**src/rtl/pulse_ctrl_pkg.sv**
```systemverilog
// Shared definitions for the pulse parameter controller: FSM encoding,
// key indices, lower bounds and the press priority encoder.
package pulse_ctrl_pkg;

  typedef enum logic [1:0] {
    ST_IDLE   = 2'd0,
    ST_HOLD   = 2'd1,
    ST_COMMIT = 2'd2
  } state_t;

  localparam logic [1:0] KEY_SEL = 2'd0;
  localparam logic [1:0] KEY_UP  = 2'd1;
  localparam logic [1:0] KEY_DN  = 2'd2;
  localparam logic [1:0] KEY_CMT = 2'd3;

  // Smallest legal period; width never goes below 1.
  localparam logic [32:0] P_LOWER = 33'd2;
  localparam logic [32:0] W_LOWER = 33'd1;

  // Lowest-index press wins; returns the winning key index.
  function automatic logic [1:0] first_press(input logic [3:0] press);
    logic [1:0] idx;
    idx = KEY_CMT;
    if (press[0])      idx = KEY_SEL;
    else if (press[1]) idx = KEY_UP;
    else if (press[2]) idx = KEY_DN;
    return idx;
  endfunction

endpackage

```
**src/rtl/key_repeat_timer.sv**
```systemverilog
// Auto-repeat timer for a held key: one tick after REPEAT_DLY held cycles,
// then one tick every REPEAT_PER cycles while the key stays down.
module key_repeat_timer #(
  parameter int REPEAT_DLY = 25000000,
  parameter int REPEAT_PER = 5000000
) (
  input  logic Clk,
  input  logic Reset_n,
  input  logic start,
  input  logic hold,
  output logic tick
);

  localparam int MAXC = (REPEAT_DLY > REPEAT_PER) ? REPEAT_DLY : REPEAT_PER;
  localparam int CW   = $clog2(MAXC + 1);
  localparam logic [CW-1:0] DLY_LAST = CW'(REPEAT_DLY - 1);
  localparam logic [CW-1:0] PER_LAST = CW'(REPEAT_PER - 1);

  logic [CW-1:0] count_reg, count_next;
  logic          first_reg, first_next;

  // Tick detection and counter advance; the first interval is the long delay.
  always_comb begin
    count_next = count_reg;
    first_next = first_reg;
    tick       = hold && !start && (count_reg == (first_reg ? DLY_LAST : PER_LAST));
    if (start || !hold) begin
      count_next = '0;
      first_next = 1'b1;
    end else if (tick) begin
      count_next = '0;
      first_next = 1'b0;
    end else begin
      count_next = count_reg + CW'(1);
    end
  end

  // Counter state register.
  always_ff @(posedge Clk or negedge Reset_n) begin
    if (!Reset_n) begin
      count_reg <= '0;
      first_reg <= 1'b1;
    end else begin
      count_reg <= count_next;
      first_reg <= first_next;
    end
  end

endmodule

```
**src/rtl/pulse_param_ctrl.sv**
```systemverilog
// Key-driven editor for pulse period/width with commit handshake.
// Optional feature macro: PULSE_CTRL_AUTO_REPEAT_EN enables auto-repeat
// while an up/down key is held; without it HOLD just waits for release.
module pulse_param_ctrl
  import pulse_ctrl_pkg::*;
#(
  parameter int PERIOD_INIT = 1000,
  parameter int WIDTH_INIT  = 500,
  parameter int PERIOD_MAX  = 1000000,
  parameter int STEP        = 10,
  parameter int REPEAT_DLY  = 25000000,
  parameter int REPEAT_PER  = 5000000
) (
  input  logic        Clk,
  input  logic        Reset_n,
  input  logic [3:0]  Key_Flag,
  input  logic [3:0]  Key_State,
  output logic        Sel,
  output logic [31:0] Period,
  output logic [31:0] Width,
  output logic        Cfg_Valid,
  input  logic        Cfg_Ready
);

  localparam logic [32:0] STEP33   = 33'(STEP);
  localparam logic [31:0] STEP32   = 32'(STEP);
  localparam logic [32:0] PMAX33   = 33'(PERIOD_MAX);
  localparam logic [31:0] PMAX32   = 32'(PERIOD_MAX);
  localparam logic [31:0] P_LOW32  = 32'd2;
  localparam logic [31:0] W_LOW32  = 32'd1;
  localparam logic [31:0] P_INIT32 = 32'(PERIOD_INIT);
  localparam logic [31:0] W_INIT32 = 32'(WIDTH_INIT);

  state_t      state_reg, state_next;
  logic        sel_reg, sel_next;
  logic [31:0] p_sh_reg, w_sh_reg;
  logic [31:0] period_reg, period_next;
  logic [31:0] width_reg, width_next;
  logic        valid_reg, valid_next;
  logic [1:0]  rec_idx_reg, rec_idx_next;
  logic        step_req_reg, step_req_next;

  logic [3:0]  press;
  logic [1:0]  win_idx;
  logic        step_up;
  logic        hold_active;
  logic        tick;
  logic [32:0] p_up_sum, w_up_sum;
  logic [31:0] w_limit;
  logic [31:0] p_new, w_new;

  assign press       = Key_Flag & ~Key_State;
  assign win_idx     = first_press(press);
  assign step_up     = (rec_idx_reg == KEY_UP);
  assign hold_active = (state_reg == ST_HOLD) && !Key_State[rec_idx_reg];
  assign p_up_sum    = {1'b0, p_sh_reg} + STEP33;
  assign w_up_sum    = {1'b0, w_sh_reg} + STEP33;
  assign w_limit     = p_sh_reg - 32'd1;

`ifdef PULSE_CTRL_AUTO_REPEAT_EN
  logic timer_start;
  assign timer_start = (state_reg == ST_IDLE) && (|press) &&
                       ((win_idx == KEY_UP) || (win_idx == KEY_DN));

  key_repeat_timer #(
    .REPEAT_DLY (REPEAT_DLY),
    .REPEAT_PER (REPEAT_PER)
  ) u_timer (
    .Clk     (Clk),
    .Reset_n (Reset_n),
    .start   (timer_start),
    .hold    (hold_active),
    .tick    (tick)
  );
`else
  assign tick = 1'b0;
`endif

  // Saturating step on the selected shadow register, one cycle after the request.
  always_comb begin
    p_new = p_sh_reg;
    w_new = w_sh_reg;
    if (step_req_reg) begin
      if (!sel_reg) begin
        if (step_up)
          p_new = (p_up_sum > PMAX33) ? PMAX32 : p_up_sum[31:0];
        else
          p_new = ({1'b0, p_sh_reg} < (P_LOWER + STEP33)) ? P_LOW32 : (p_sh_reg - STEP32);
        if (w_sh_reg >= p_new)
          w_new = p_new - 32'd1;
      end else begin
        if (step_up)
          w_new = (w_up_sum > {1'b0, w_limit}) ? w_limit : w_up_sum[31:0];
        else
          w_new = ({1'b0, w_sh_reg} < (W_LOWER + STEP33)) ? W_LOW32 : (w_sh_reg - STEP32);
      end
    end
  end

  // Next-state and output logic of the edit/commit FSM.
  always_comb begin
    state_next    = state_reg;
    sel_next      = sel_reg;
    period_next   = period_reg;
    width_next    = width_reg;
    valid_next    = valid_reg;
    rec_idx_next  = rec_idx_reg;
    step_req_next = 1'b0;
    case (state_reg)
      ST_IDLE: begin
        if (|press) begin
          case (win_idx)
            KEY_SEL: sel_next = ~sel_reg;
            KEY_UP, KEY_DN: begin
              step_req_next = 1'b1;
              rec_idx_next  = win_idx;
              state_next    = ST_HOLD;
            end
            default: begin
              // Commit the post-step values so a pending step is not lost.
              period_next = p_new;
              width_next  = w_new;
              valid_next  = 1'b1;
              state_next  = ST_COMMIT;
            end
          endcase
        end
      end
      ST_HOLD: begin
        if (Key_State[rec_idx_reg])
          state_next = ST_IDLE;
        else if (tick)
          step_req_next = 1'b1;
      end
      ST_COMMIT: begin
        if (Cfg_Ready) begin
          valid_next = 1'b0;
          state_next = ST_IDLE;
        end
      end
      default: state_next = ST_IDLE;
    endcase
  end

  // State and datapath registers.
  always_ff @(posedge Clk or negedge Reset_n) begin
    if (!Reset_n) begin
      state_reg    <= ST_IDLE;
      sel_reg      <= 1'b0;
      p_sh_reg     <= P_INIT32;
      w_sh_reg     <= W_INIT32;
      period_reg   <= P_INIT32;
      width_reg    <= W_INIT32;
      valid_reg    <= 1'b0;
      rec_idx_reg  <= KEY_SEL;
      step_req_reg <= 1'b0;
    end else begin
      state_reg    <= state_next;
      sel_reg      <= sel_next;
      p_sh_reg     <= p_new;
      w_sh_reg     <= w_new;
      period_reg   <= period_next;
      width_reg    <= width_next;
      valid_reg    <= valid_next;
      rec_idx_reg  <= rec_idx_next;
      step_req_reg <= step_req_next;
    end
  end

  assign Sel       = sel_reg;
  assign Period    = period_reg;
  assign Width     = width_reg;
  assign Cfg_Valid = valid_reg;

endmodule

```
**config.mk**
```make
export PLATFORM = sky130hd
export DESIGN_NAME = pulse_param_ctrl
export DESIGN_NICKNAME = d
export VERILOG_FILES = /design/src/rtl/pulse_ctrl_pkg.sv /design/src/rtl/key_repeat_timer.sv /design/src/rtl/pulse_param_ctrl.sv
export SDC_FILE = /design/constraint.sdc
export NUM_CORES = 1
export LEC_CHECK = 0
export ABC_AREA = 1
export CELL_PAD_IN_SITES_DETAIL_PLACEMENT = 1
export CELL_PAD_IN_SITES_GLOBAL_PLACEMENT = 2
export CORE_MARGIN = 4
export CORE_UTILIZATION = 36
export CTS_CLUSTER_DIAMETER = 200
export DETAILED_ROUTE_END_ITERATION = 16
export GPL_ROUTABILITY_DRIVEN = 0
export PLACE_DENSITY = 0.84
export SYNTH_ARGS = -nofsm -noshare
export SYNTH_HDL_FRONTEND = slang
export SYNTH_SLANG_ARGS = --single-unit
```
**constraint.sdc**
```tcl
create_clock -name Clk -period 6.3 [get_ports Clk]
set_input_delay 0.63 -clock Clk [delete_from_list [all_inputs] [get_ports Clk]]
set_output_delay 0.63 -clock Clk [all_outputs]
set_load 0.03 [all_outputs]
```
==> impl_metrics.py <==
metrics = {
    "synthesis": {
        "netlist.area_leader.share_pct": 20.15,
        "synthAdderAreaFrac_pct": 6.624,
        "synth-compound-area-share_pct": 10.29,
        "synth_xor_area_share_pct": 5.336,
        "synth_top_family_by_area": "simple AND/OR/NAND/NOR gates",
        "syn_area_sq_mm": 0.01379,
        "ys_seq_area_share_pct": 24.72,
        "ys_warn_count": 0,
        "netlist_top_cells_area": "dfrtp_1 20%, nand2_1 19%, nor2_1 8.4%, inv_1 8.0%, nand3_1 7.2%",
        "synth_seq_cells": 135,
        "synthTopCellsByCount": "686 x nand2_1, 310 x nor2_1, 295 x inv_1",
        "yosys.area_share.simple_pct": 41.52,
        "syn_nets": 2382,
        "synth_area_leader_cell": "dfrtp_1",
        "netlist_instances": 2298,
        "async_flop_share_pct": 100.0,
        "synth.avg_cell_area_sq_um": 6.000,
        "ys.flop_type": "dfrtp_1",
        "synth_edf_count": 0,
        "synth_mux_area_share_pct": 0,
        "yosysUniqueCellTypes": 52,
        "yosysMostFrequentCell": "nand2_1",
    },
    "timing": {
        "fin_skew_ps": 22.34,
        "setup_tns_ps": 0,
        "holdWs_ps": 232.7,
        "worst_slew_pin_slew_ps": 1172,
        "finalMaxSlewViolations": 0,
        "rsz0062_at_grt": "false",
        "fin_crit_ps": 5755,
        "hold_viol": 0,
        "fmax_mhz": 173.7,
        "relSlewSlack_pct": 21.70,
        "report.final.setup_viol": 0,
        "finalCritPeriodShare_pct": 91.36,
    },
    "routing": {
        "drtIter0Drc": 1047,
        "avgRoutedWirePerCell_um": 21.81,
        "drc_errors": 0,
        "ant_nets": 0,
        "num_vias": 15450,
        "drtPass1Iterations": 5,
        "vias_per_cell": 5.414,
        "wl_mm": 62.23,
    },
    "clock_network": {
        "postCtsSetupBuffers": 0,
        "clk_pin_slew_worst_paths_ps": 60,
        "htree_num_levels": 4,
        "numCtsBuffers": 17,
        "insertion_delay_ps": 470,
        "cts.path.max_buffers": 2,
        "clock_sinks": 135,
        "cts_hold_buf": 0,
        "ctsResizeCount": 0,
        "cts_tree": "done",
        "cts-root-buf": "clkbuf_16",
    },
    "critical_path": {
        "crit_path_max_incr_delay_ps": 610,
        "critical_path_class": "flop to flop",
        "path_depth": 28,
        "crit_arrival_ps": 6150,
        "path_buf_inv": 4,
        "crit_fanout": 19,
        "cp_slowest_cell": "dfstp_2",
        "end_kind": "flop",
        "crit_top_cell": "nand2_1",
        "startpoint_type": "flop",
        "critical_path.top_delay_family": "simple AND/OR/NAND/NOR gates",
        "reg2reg_depth": 28,
        "cp.required_ps": 6700,
    },
    "cells_and_area": {
        "layout-drive-gt1-share_pct": 6.789,
        "utilization_pct": 41.18,
        "n_antenna_cell": 0,
        "stdcell_count": 2853,
        "nets": 2414,
        "area_growth_syn_to_layout_pct": 12.77,
    },
    "global_routing": {
        "grt_antenna_before_repair": 0,
        "grt_pass1_wl_mm": 95.85,
        "grt_usage_pct": 30.10,
        "globalRoute.totalOverflow": 0,
        "grt_max_degree": 85,
        "first_global_vias": 16130,
    },
    "min_path": {
        "hold_path_class": "input port to async pin",
    },
    "floorplanning": {
        "core-area_sq_mm": 0.03776,
        "die_area_sq_mm": 0.04150,
        "pin_count": 77,
        "dieHeight_um": 203.7,
        "start_util_pct": 36.52,
        "die_w_um": 203.7,
        "fp-row-count": 71,
    },
    "placement": {
        "io_buffers": 76,
        "hpwl_mm": 49.69,
        "post-place-cells": 2822,
    },
    "pwr": {
        "p_sw_mw": 5.661,
        "power.density_mw_per_mm2": 607.0,
        "p_int_mw": 3.777,
        "seq_power_share_pct": 20.9,
        "vdd_ir_drop_max_mv": 0.2240,
        "comb_power_share_pct": 68.5,
        "pwr-share-clk_pct": 10.6,
        "leakagePower_nw": 7.692,
        "power.share.switching_pct": 59.98,
    },
    "job": {
        "max_cap_violations": 0,
    },
    "outcome": {
        "outcome": "finished, final reports clean",
    },
}
## path summary, 6_finish.rpt
check,endpoint,start,slack (ps)
min in group Clk,Cfg_Valid,Cfg_Valid,470
max in group asynchronous,w_sh_reg[22],Reset_n,4790
worst max register to register,Width[8],w_sh_reg[2],540
worst min-delay path,Period[15],Reset_n,230
worst min register to register,Cfg_Valid,Cfg_Valid,470
worst max-delay path,Width[8],w_sh_reg[2],540
## area by class of cell
type / count / area [sq um]
Inverter: 309 / 1160
Tap cell: 511 / 639.4
Multi-Input combinational cell: 1763 / 8810
Timing Repair Buffer: 104 / 972.2
Clock inverter: 13 / 120.1
Fill cell: 5084 / 22210
Clock buffer: 18 / 439.2
Sequential cell: 135 / 3408
## power by group through the flow
stage	logic [mW]	clock network, mW	registers [mW]
global route	7.12	1.06	2.03
floorplan	4.02	0	1.91
detailed placement	6.35	0	1.97
global placement	6.24	0	1.96
finish	6.47	0.998	1.97
CTS	6.40	1.02	1.96
## metal layers
metal | up-vias | routed length [um] | track usage, %
li1 | 7344 | - | -
met1 | 7567 | 27450 | 39.72
met5 | - | 0 | 0
met4 | 0 | 2496 | 11.73
met3 | 107 | 2847 | 3.180
met2 | 427 | 29440 | 50.78
## through the flow
stage	instance area (sq um)	total power [mW]	setup WS [ps]
floorplan	13790	5.930	2169
global placement	14990	8.199	666.4
detailed placement	14990	8.319	656.5
CTS	15550	9.385	605.8
global route	15550	10.21	43.77
finish	15550	9.438	544.5
## kinds of logic after synthesis
family          Yosys count
fa+ha+maj                73
compound gates          258
simple gates           1348
xor+xnor                 84
flops                   135
buf+inv                 400
## cells in the final DEF, fill, tap and decap left out, drive strengths merged, types with 2 or more instances in the layout
master,Yosys,final
o21ai,125,125
o21bai,5,5
nor2,335,335
nand2,705,705
nor3b,2,2
or2,3,3
a31oi,5,5
dfrtp,111,111
o31ai,3,3
o221ai,2,2
nor3,41,41
nand3,203,203
clkinv,2,7
a21boi,2,2
a21oi,95,95
a221oi,2,2
nand3b,3,3
o22ai,3,3
clkdlybuf4s50,0,75
xnor2,3,3
clkinvlp,0,3
buf,33,29
o211ai,10,10
nor4,13,13
inv,307,311
ha,73,73
nand4,41,41
xor2,81,81
dfstp,24,24
clkbuf,58,18
Power figures use the tool's default switching activity.
